--- config.mk ---
export PLATFORM = sky130hd
export DESIGN_NAME = or1200_vlx_store_ctrl_flat
export DESIGN_NICKNAME = d
export VERILOG_FILES = /design/src/rtl/or1200_vlx_pkg.sv /design/src/rtl/or1200_vlx_store_ctrl_if.sv /design/src/rtl/or1200_vlx_byte_fifo.sv /design/src/rtl/or1200_vlx_store_ctrl.sv /design/src/flat_wrapper.sv
export SDC_FILE = /design/constraint.sdc
export NUM_CORES = 1
export LEC_CHECK = 0
export CORE_AREA = 2 2 111 113
export CTS_BUF_LIST = sky130_fd_sc_hd__clkbuf_16
export DETAILED_ROUTE_END_ITERATION = 7
export DIE_AREA = 0 0 113 115
export HOLD_SLACK_MARGIN = 0.03
export PLACE_DENSITY = 0.81
export SYNTH_ARGS = -nofsm -noshare
export SYNTH_HDL_FRONTEND = slang
export SYNTH_SLANG_ARGS = --single-unit
--- constraint.sdc ---
create_clock -name clk_i -period 2.4 [get_ports clk_i]
set_input_delay 0.48 -clock clk_i [delete_from_list [all_inputs] [get_ports clk_i]]
set_output_delay 0.48 -clock clk_i [all_outputs]
set_load 0.01 [all_outputs]
--- src/rtl/or1200_vlx_pkg.sv ---
// Shared types and constants for the VLX store controller.
package or1200_vlx_pkg;

  // IDLE: arbitrating, LSU: LSU owns store port, STORE: data byte out, STUFF: 0x00 pad after 0xFF
  typedef enum logic [1:0] {
    ST_IDLE,
    ST_LSU,
    ST_STORE,
    ST_STUFF
  } vlx_st_e;

  typedef enum logic {
    OWN_LSU,
    OWN_VLX
  } owner_e;

  localparam logic [7:0] VLX_STUFF_BYTE = 8'hFF;
  localparam logic [7:0] VLX_PAD_BYTE   = 8'h00;

endpackage

--- src/rtl/or1200_vlx_store_ctrl_if.sv ---
// Packer, LSU arbitration and store-port signals of the VLX store controller.
interface or1200_vlx_store_ctrl_if #(
  parameter int ADDR_W = 32
) ();

  logic              byte_valid_i;
  logic [7:0]        byte_i;
  logic              byte_ready_o;
  logic              flush_i;
  logic              addr_load_i;
  logic [ADDR_W-1:0] addr_i;
  logic [ADDR_W-1:0] addr_o;
  logic              lsu_req_i;
  logic              lsu_gnt_o;
  logic              st_req_o;
  logic [ADDR_W-1:0] st_addr_o;
  logic [7:0]        st_dat_o;
  logic              st_ack_i;
  logic              stall_cpu_o;
  logic              overflow_o;
  logic              addr_err_o;

  modport slave (
    input  byte_valid_i, byte_i, flush_i, addr_load_i, addr_i, lsu_req_i, st_ack_i,
    output byte_ready_o, addr_o, lsu_gnt_o, st_req_o, st_addr_o, st_dat_o,
           stall_cpu_o, overflow_o, addr_err_o
  );

  modport master (
    output byte_valid_i, byte_i, flush_i, addr_load_i, addr_i, lsu_req_i, st_ack_i,
    input  byte_ready_o, addr_o, lsu_gnt_o, st_req_o, st_addr_o, st_dat_o,
           stall_cpu_o, overflow_o, addr_err_o
  );

endinterface

--- src/rtl/or1200_vlx_byte_fifo.sv ---
// DEPTH x 8 byte queue; a push while full is accepted only when a pop frees a slot the same cycle.
module or1200_vlx_byte_fifo #(
  parameter int DEPTH = 4
) (
  input  logic       clk_i,
  input  logic       rst_i,
  input  logic       push_i,
  input  logic       pop_i,
  input  logic [7:0] din_i,
  output logic [7:0] dout_o,
  output logic       full_o,
  output logic       empty_o
);

  localparam int PTR_W = $clog2(DEPTH);

  logic [7:0]       r_mem [DEPTH];
  logic [PTR_W-1:0] r_wr_ptr;
  logic [PTR_W-1:0] r_rd_ptr;
  logic [PTR_W:0]   r_count;
  logic             w_pop;
  logic             w_push;

  assign full_o  = (r_count == (PTR_W+1)'(DEPTH));
  assign empty_o = (r_count == '0);
  assign dout_o  = r_mem[r_rd_ptr];
  assign w_pop   = pop_i && !empty_o;
  assign w_push  = push_i && (!full_o || w_pop);

  always_ff @(posedge clk_i) begin
    if (w_push) r_mem[r_wr_ptr] <= din_i;
  end

  always_ff @(posedge clk_i) begin
    if (rst_i) begin
      r_wr_ptr <= '0;
      r_rd_ptr <= '0;
      r_count  <= '0;
    end else begin
      if (w_push) r_wr_ptr <= r_wr_ptr + PTR_W'(1);
      if (w_pop)  r_rd_ptr <= r_rd_ptr + PTR_W'(1);
      case ({w_push, w_pop})
        2'b10:   r_count <= r_count + (PTR_W+1)'(1);
        2'b01:   r_count <= r_count - (PTR_W+1)'(1);
        default: r_count <= r_count;
      endcase
    end
  end

endmodule

--- src/rtl/or1200_vlx_store_ctrl.sv ---
// Streams packed VLX bytes to the data-store port with JPEG 0xFF/0x00 stuffing,
// sharing the port with the CPU LSU by alternating priority.
module or1200_vlx_store_ctrl
  import or1200_vlx_pkg::*;
#(
  parameter int DEPTH  = 4,
  parameter int ADDR_W = 32
) (
  input logic clk_i,
  input logic rst_i,
  or1200_vlx_store_ctrl_if.slave bus
);

  vlx_st_e           r_state, w_state_nxt;
  owner_e            r_owner, w_owner_nxt;
  logic [ADDR_W-1:0] r_addr, w_addr_nxt;
  logic [ADDR_W-1:0] r_st_addr, w_st_addr_nxt;
  logic [7:0]        r_dat, w_dat_nxt;
  logic              r_flush, r_ovf, r_aerr;
  logic              w_pop, w_full, w_empty, w_flush_clr, w_ovf, w_aerr;
  logic [7:0]        w_head;

  or1200_vlx_byte_fifo #(.DEPTH(DEPTH)) u_fifo (
    .clk_i   (clk_i),
    .rst_i   (rst_i),
    .push_i  (bus.byte_valid_i),
    .pop_i   (w_pop),
    .din_i   (bus.byte_i),
    .dout_o  (w_head),
    .full_o  (w_full),
    .empty_o (w_empty)
  );

  always_comb begin
    w_state_nxt   = r_state;
    w_owner_nxt   = r_owner;
    w_addr_nxt    = r_addr;
    w_st_addr_nxt = r_st_addr;
    w_dat_nxt     = r_dat;
    w_pop         = 1'b0;
    case (r_state)
      ST_IDLE: begin
        if (bus.addr_load_i && w_empty) w_addr_nxt = bus.addr_i;
        if (bus.lsu_req_i && (w_empty || r_owner == OWN_VLX)) begin
          w_state_nxt = ST_LSU;
        end else if (!w_empty) begin
          w_state_nxt   = ST_STORE;
          w_pop         = 1'b1;
          w_dat_nxt     = w_head;
          w_st_addr_nxt = r_addr;
        end
      end
      ST_LSU: begin
        if (!bus.lsu_req_i) begin
          w_state_nxt = ST_IDLE;
          w_owner_nxt = OWN_LSU;
        end
      end
      ST_STORE, ST_STUFF: begin
        if (bus.st_ack_i) begin
          w_addr_nxt = r_addr + ADDR_W'(1);
          // The pad byte is never 0xFF, so STUFF can share the STORE exit path.
          if (r_state == ST_STORE && r_dat == VLX_STUFF_BYTE) begin
            w_state_nxt   = ST_STUFF;
            w_dat_nxt     = VLX_PAD_BYTE;
            w_st_addr_nxt = r_addr + ADDR_W'(1);
          end else if (!w_empty && !bus.lsu_req_i) begin
            w_state_nxt   = ST_STORE;
            w_pop         = 1'b1;
            w_dat_nxt     = w_head;
            w_st_addr_nxt = r_addr + ADDR_W'(1);
          end else begin
            w_state_nxt = ST_IDLE;
            w_owner_nxt = OWN_VLX;
          end
        end
      end
      default: w_state_nxt = ST_IDLE;
    endcase
  end

  assign w_flush_clr = w_empty && (w_state_nxt == ST_IDLE || w_state_nxt == ST_LSU);
  assign w_ovf       = bus.byte_valid_i && w_full && !w_pop;
  assign w_aerr      = bus.addr_load_i && !(r_state == ST_IDLE && w_empty);

  always_ff @(posedge clk_i) begin
    if (rst_i) begin
      r_state   <= ST_IDLE;
      r_owner   <= OWN_LSU;
      r_addr    <= '0;
      r_st_addr <= '0;
      r_dat     <= '0;
      r_flush   <= 1'b0;
      r_ovf     <= 1'b0;
      r_aerr    <= 1'b0;
    end else begin
      r_state   <= w_state_nxt;
      r_owner   <= w_owner_nxt;
      r_addr    <= w_addr_nxt;
      r_st_addr <= w_st_addr_nxt;
      r_dat     <= w_dat_nxt;
      r_flush   <= (r_flush || bus.flush_i) && !w_flush_clr;
      r_ovf     <= r_ovf || w_ovf;
      r_aerr    <= w_aerr;
    end
  end

  assign bus.byte_ready_o = !w_full;
  assign bus.addr_o       = r_addr;
  assign bus.lsu_gnt_o    = (r_state == ST_LSU);
  assign bus.st_req_o     = (r_state == ST_STORE) || (r_state == ST_STUFF);
  assign bus.st_addr_o    = r_st_addr;
  assign bus.st_dat_o     = r_dat;
  assign bus.stall_cpu_o  = w_full || r_flush || (r_state == ST_STUFF);
  assign bus.overflow_o   = r_ovf;
  assign bus.addr_err_o   = r_aerr;

endmodule
--- src/flat_wrapper.sv ---
// flat-port wrapper written by rule: the top's interface ports become plain ports
module or1200_vlx_store_ctrl_flat import or1200_vlx_pkg::*;
#(
  parameter int DEPTH  = 4,
  parameter int ADDR_W = 32
)
  (clk_i, rst_i, bus_byte_valid_i, bus_byte_i, bus_flush_i, bus_addr_load_i, bus_addr_i, bus_lsu_req_i, bus_st_ack_i, bus_byte_ready_o, bus_addr_o, bus_lsu_gnt_o, bus_st_req_o, bus_st_addr_o, bus_st_dat_o, bus_stall_cpu_o, bus_overflow_o, bus_addr_err_o);
  or1200_vlx_store_ctrl_if #(.ADDR_W(ADDR_W)) bus_i ();
  input logic clk_i;
  input logic rst_i;
  input wire logic [$bits(bus_i.byte_valid_i)-1:0] bus_byte_valid_i;
  input wire logic [$bits(bus_i.byte_i)-1:0] bus_byte_i;
  input wire logic [$bits(bus_i.flush_i)-1:0] bus_flush_i;
  input wire logic [$bits(bus_i.addr_load_i)-1:0] bus_addr_load_i;
  input wire logic [$bits(bus_i.addr_i)-1:0] bus_addr_i;
  input wire logic [$bits(bus_i.lsu_req_i)-1:0] bus_lsu_req_i;
  input wire logic [$bits(bus_i.st_ack_i)-1:0] bus_st_ack_i;
  output wire logic [$bits(bus_i.byte_ready_o)-1:0] bus_byte_ready_o;
  output wire logic [$bits(bus_i.addr_o)-1:0] bus_addr_o;
  output wire logic [$bits(bus_i.lsu_gnt_o)-1:0] bus_lsu_gnt_o;
  output wire logic [$bits(bus_i.st_req_o)-1:0] bus_st_req_o;
  output wire logic [$bits(bus_i.st_addr_o)-1:0] bus_st_addr_o;
  output wire logic [$bits(bus_i.st_dat_o)-1:0] bus_st_dat_o;
  output wire logic [$bits(bus_i.stall_cpu_o)-1:0] bus_stall_cpu_o;
  output wire logic [$bits(bus_i.overflow_o)-1:0] bus_overflow_o;
  output wire logic [$bits(bus_i.addr_err_o)-1:0] bus_addr_err_o;
  assign bus_i.byte_valid_i = bus_byte_valid_i;
  assign bus_i.byte_i = bus_byte_i;
  assign bus_i.flush_i = bus_flush_i;
  assign bus_i.addr_load_i = bus_addr_load_i;
  assign bus_i.addr_i = bus_addr_i;
  assign bus_i.lsu_req_i = bus_lsu_req_i;
  assign bus_i.st_ack_i = bus_st_ack_i;
  assign bus_byte_ready_o = bus_i.byte_ready_o;
  assign bus_addr_o = bus_i.addr_o;
  assign bus_lsu_gnt_o = bus_i.lsu_gnt_o;
  assign bus_st_req_o = bus_i.st_req_o;
  assign bus_st_addr_o = bus_i.st_addr_o;
  assign bus_st_dat_o = bus_i.st_dat_o;
  assign bus_stall_cpu_o = bus_i.stall_cpu_o;
  assign bus_overflow_o = bus_i.overflow_o;
  assign bus_addr_err_o = bus_i.addr_err_o;
  or1200_vlx_store_ctrl #(.DEPTH(DEPTH), .ADDR_W(ADDR_W)) u_core (.clk_i(clk_i), .rst_i(rst_i), .bus(bus_i));
endmodule
==> results <==
==> sequential cells by signal, summed over array words and instances, names as in the netlist, named ones only <==
name / cells
u_core.bus.addr_o: 32
u_core.bus.st_addr_o: 32
u_core.u_fifo.r_mem: 32
u_core.bus.st_dat_o: 8
u_core.u_fifo.r_count: 3
u_core.r_state: 2
u_core.u_fifo.r_rd_ptr: 2
u_core.u_fifo.r_wr_ptr: 2
u_core.bus.addr_err_o: 1
u_core.bus.overflow_o: 1
u_core.r_flush: 1
u_core.r_owner: 1
==> final cells by class <==
cell class	instances	share of cell area, %
Clock inverter	15	2.06
Clock buffer	17	5.09
Timing Repair Buffer	181	21.1
Tap cell	147	2.20
Multi-Input combinational cell	455	36.2
Sequential cell	119	32.3
Inverter	23	1.03
==> cells in the mapped netlist, types with 3 or more instances <==
| cell type | n | area (um2) |
|---|---|---|
| clkbuf_1 | 37 | 139 |
| buf_1 | 3 | 11.3 |
| nor3_1 | 14 | 70.1 |
| nor2_1 | 72 | 270 |
| inv_1 | 23 | 86.3 |
| ha_1 | 5 | 62.6 |
| nor2b_1 | 18 | 113 |
| a31oi_1 | 10 | 62.6 |
| nand4_1 | 15 | 93.8 |
| xnor2_1 | 18 | 158 |
| or3_1 | 10 | 62.6 |
| xor2_1 | 9 | 78.8 |
| o31a_1 | 3 | 26.3 |
| mux4_2 | 8 | 180 |
| dfxtp_1 | 87 | 1740 |
| nand2_1 | 29 | 109 |
| o21ai_0 | 28 | 140 |
| o2bb2ai_1 | 3 | 26.3 |
| o22ai_1 | 3 | 18.8 |
| mux2i_1 | 11 | 110 |
| o21a_1 | 5 | 37.5 |
| a311oi_1 | 3 | 26.3 |
| edfxtp_1 | 32 | 961 |
| buf_2 | 10 | 50.1 |
| a21oi_1 | 36 | 180 |
| a211oi_1 | 40 | 300 |
| o311ai_0 | 4 | 35.0 |
| and2_1 | 9 | 56.3 |
| or4_1 | 3 | 22.5 |
| and4_1 | 4 | 35.0 |
| mux2_2 | 5 | 56.3 |
| nor4_1 | 11 | 68.8 |
| a22oi_1 | 4 | 30.0 |
| and3_1 | 8 | 50.1 |
| nand3_1 | 29 | 145 |
| o32ai_1 | 5 | 43.8 |
==> power by group through the flow <==
stage	Clock, uW	Sequential [uW]	Combinational [uW]
finish	2550	3130	4520
global route	2670	3200	4850
CTS	2570	3110	4470
detailed placement	0	3140	4410
global placement	0	3100	4260
floorplan	0	3140	2400
==> repair_timing <==
| item | 4_1_cts | 5_1_grt |
|---|---|---|
| resized for setup | 3 | 4 |
| buffers inserted | 0 | 0 |
| setup endpoints to repair | 2 | 2 |
| cloned | 0 | 0 |
==> critical path, cell delays in order <==
cell	delay [ns]
clkdlybuf4s50_1	0.58
o21ai_2	0.13
a211oi_2	0.28
inv_1	0.08
fa_1	0.47
mux2_2	0.28
o311ai_0	0.35
==> metrics by stage <==
step           util, %  hold slack (ns)  TNS, ns  area, um2
6_report          70.8            0.496        0       8360
5_1_grt           70.8            0.516        0       8360
4_1_cts           70.7            0.491        0       8350
3_5_place_dp      65.5            0.482    -4.04       7740
3_3_place_gp      65.5            0.456   -0.950       7740
2_1_floorplan        -            0.454        0       6000
==> worst min path at each step <==
stage | start | endpoint | slack (ns) | cells past startpoint
after floorplan | u_core.u_fifo.r_rd_ptr[0] | flop | 0.45 | 2
after global placement | u_core.bus.overflow_o | u_core.bus.overflow_o | 0.46 | 2
after detailed placement | u_core.u_fifo.r_rd_ptr[0] | flop | 0.48 | 2
after CTS | u_core.u_fifo.r_rd_ptr[0] | flop | 0.49 | 2
after global routing | u_core.r_flush | u_core.r_flush | 0.52 | 2
final | u_core.bus.st_addr_o[0] | u_core.bus.st_addr_o[0] | 0.50 | 2
==> per-layer routing <==
layer	vias to the layer above	wire, um
li1	2710	-
met1	2764	7110
met2	306	8890
met3	53	1470
met4	0	485
met5	-	0
==> logic make-up after synthesis <==
kind of cell,after synthesis,share of synthesized area (%)
AND/OR/NAND/NOR,235,20.7
AO/OA/AOI/OAI,163,18.3
flip-flops,119,45.0
buffers and inverters,74,4.86
XOR/XNOR,27,3.94
multiplexers,24,5.78
adder cells (fa/ha/maj),6,1.38
==> impl_metrics.toml <==
[sta]
finalSetupViolCount = 0
setup_slack_ns = 0.0529
layout_worst_path_cycle_share_pct = 97.8
fin_worst_skew_ns = 0.0101
max_slew.worst_pin.slew_ns = 0.592
finalHoldViolCount = 0
relSlewSlack_pct = 60.4
max_freq_mhz = 426
period_needed_ns = 2.35
drv_slew = 0
rsz0062_at_grt = "false"

[grt]
grt-ovfl-total = 0
grt_pass1_vias = 5611
antenna_found_initial = 0
grtUsageMet2_pct = 47.3
busiest_layer = "met2"
grt_max_degree = 85
track_usage_pct = 27.4
grt_pass1_wl_um = 28300
use_met1_pct = 33.6
use_met3_pct = 6.33

[final_layout]
multi_input_area_um2 = 3030
register_area_um2 = 2700
layout.cells.non_filler = 957
drive_gt1_share_pct = 15.1
antenna_cells = 0
num-fill-cells = 853
mostFrequentLayoutCells = "clkdlybuf4s50_1, dfxtp_1, nor2_1"
layout.nets = 850
layout_commonest_cell = "clkdlybuf4s50_1"
areaGrowthSynthToFinish_pct = 39.4

[setup_path]
r2r_cells = 7
required_ns = 2.70
critPathKind = "input pin to flop"
rr_startpoint = "u_core.u_fifo.r_count[2]"
crit_path_end_kind = "flop"
cp.arrival_ns = 2.65
cp-start-kind = "input pin"
worstSetupEndpoint = "u_core.u_fifo.r_count[1]"
crit_fanout = 3
critPathLaunch = "bus_st_ack_i"
r2r_setup_slack_ns = 0.07
worstReg2RegEnd = "u_core.u_fifo.r_count[1]"

[logic_synthesis]
syn_avg_cell_area_um2 = 9.26
synth-edff-count = 32
seq_area_frac_synth_pct = 45.0
synthesis.nets = 701
yosysWarnings = 0
synth_ff_type = "dfxtp_1"
synth.distinct_cells = 63
synthCells = 648
synthArstFlopShare_pct = 0
synth_area_um2 = 6000
synth_seq_cells = 119

[die]
dieArea_um2 = 13000
rows = 40
die_w_um = 113
initial_core_util_pct = 50.8
coreArea_um2 = 11800
io-pin-count = 125
fp.dieH_um = 115

[routing]
finalWirelength_um = 17900
drt-wirelength-per-cell_um = 18.8
ant_nets = 0
drt-pass1-iter-count = 8
drtIter0Drc = 556
vias = 5833
drc = 10
vias_per_cell = 6.10

[power_and_ir_drop]
powerDensity_nw_per_um2 = 1220
intPower_uw = 6220
combinationalPowerShare_pct = 44.3
vdd_drop_max_mv = 0.697
clkPwrFrac_pct = 25.0
switchingPower_uw = 3970
swShare_pct = 39.0
finalPower_uw = 10200
power_leakage_uw = 0.00289
p_seq_share_pct = 30.7

[cts]
cts_sinks = 119
ctsHoldBuffers = 0
cts_root_buf = "clkbuf_16"
cts_max_path_buffers = 2
ctsHtreeMaxLevel = 4
cts_made_buffers = 17
worstSkewPairLatency_ns = 0.43
cts_tree = "yes"
clkTransAtPathRegs_ns = 0.06

[job]
cap_violations = 0

[place]
dpl.cell_count = 925
dp_hpwl_um = 12500
portBuffers = 124
pre_cts_slack_ns = -0.488
place.gp.congestion = 0.946

[outcome]
failed_checks = "design-rule violations"
outcome = "finished with violations"

[hold_path]
hold_class = "flop to flop"
Note: power is estimated with default switching activity, not from simulation.
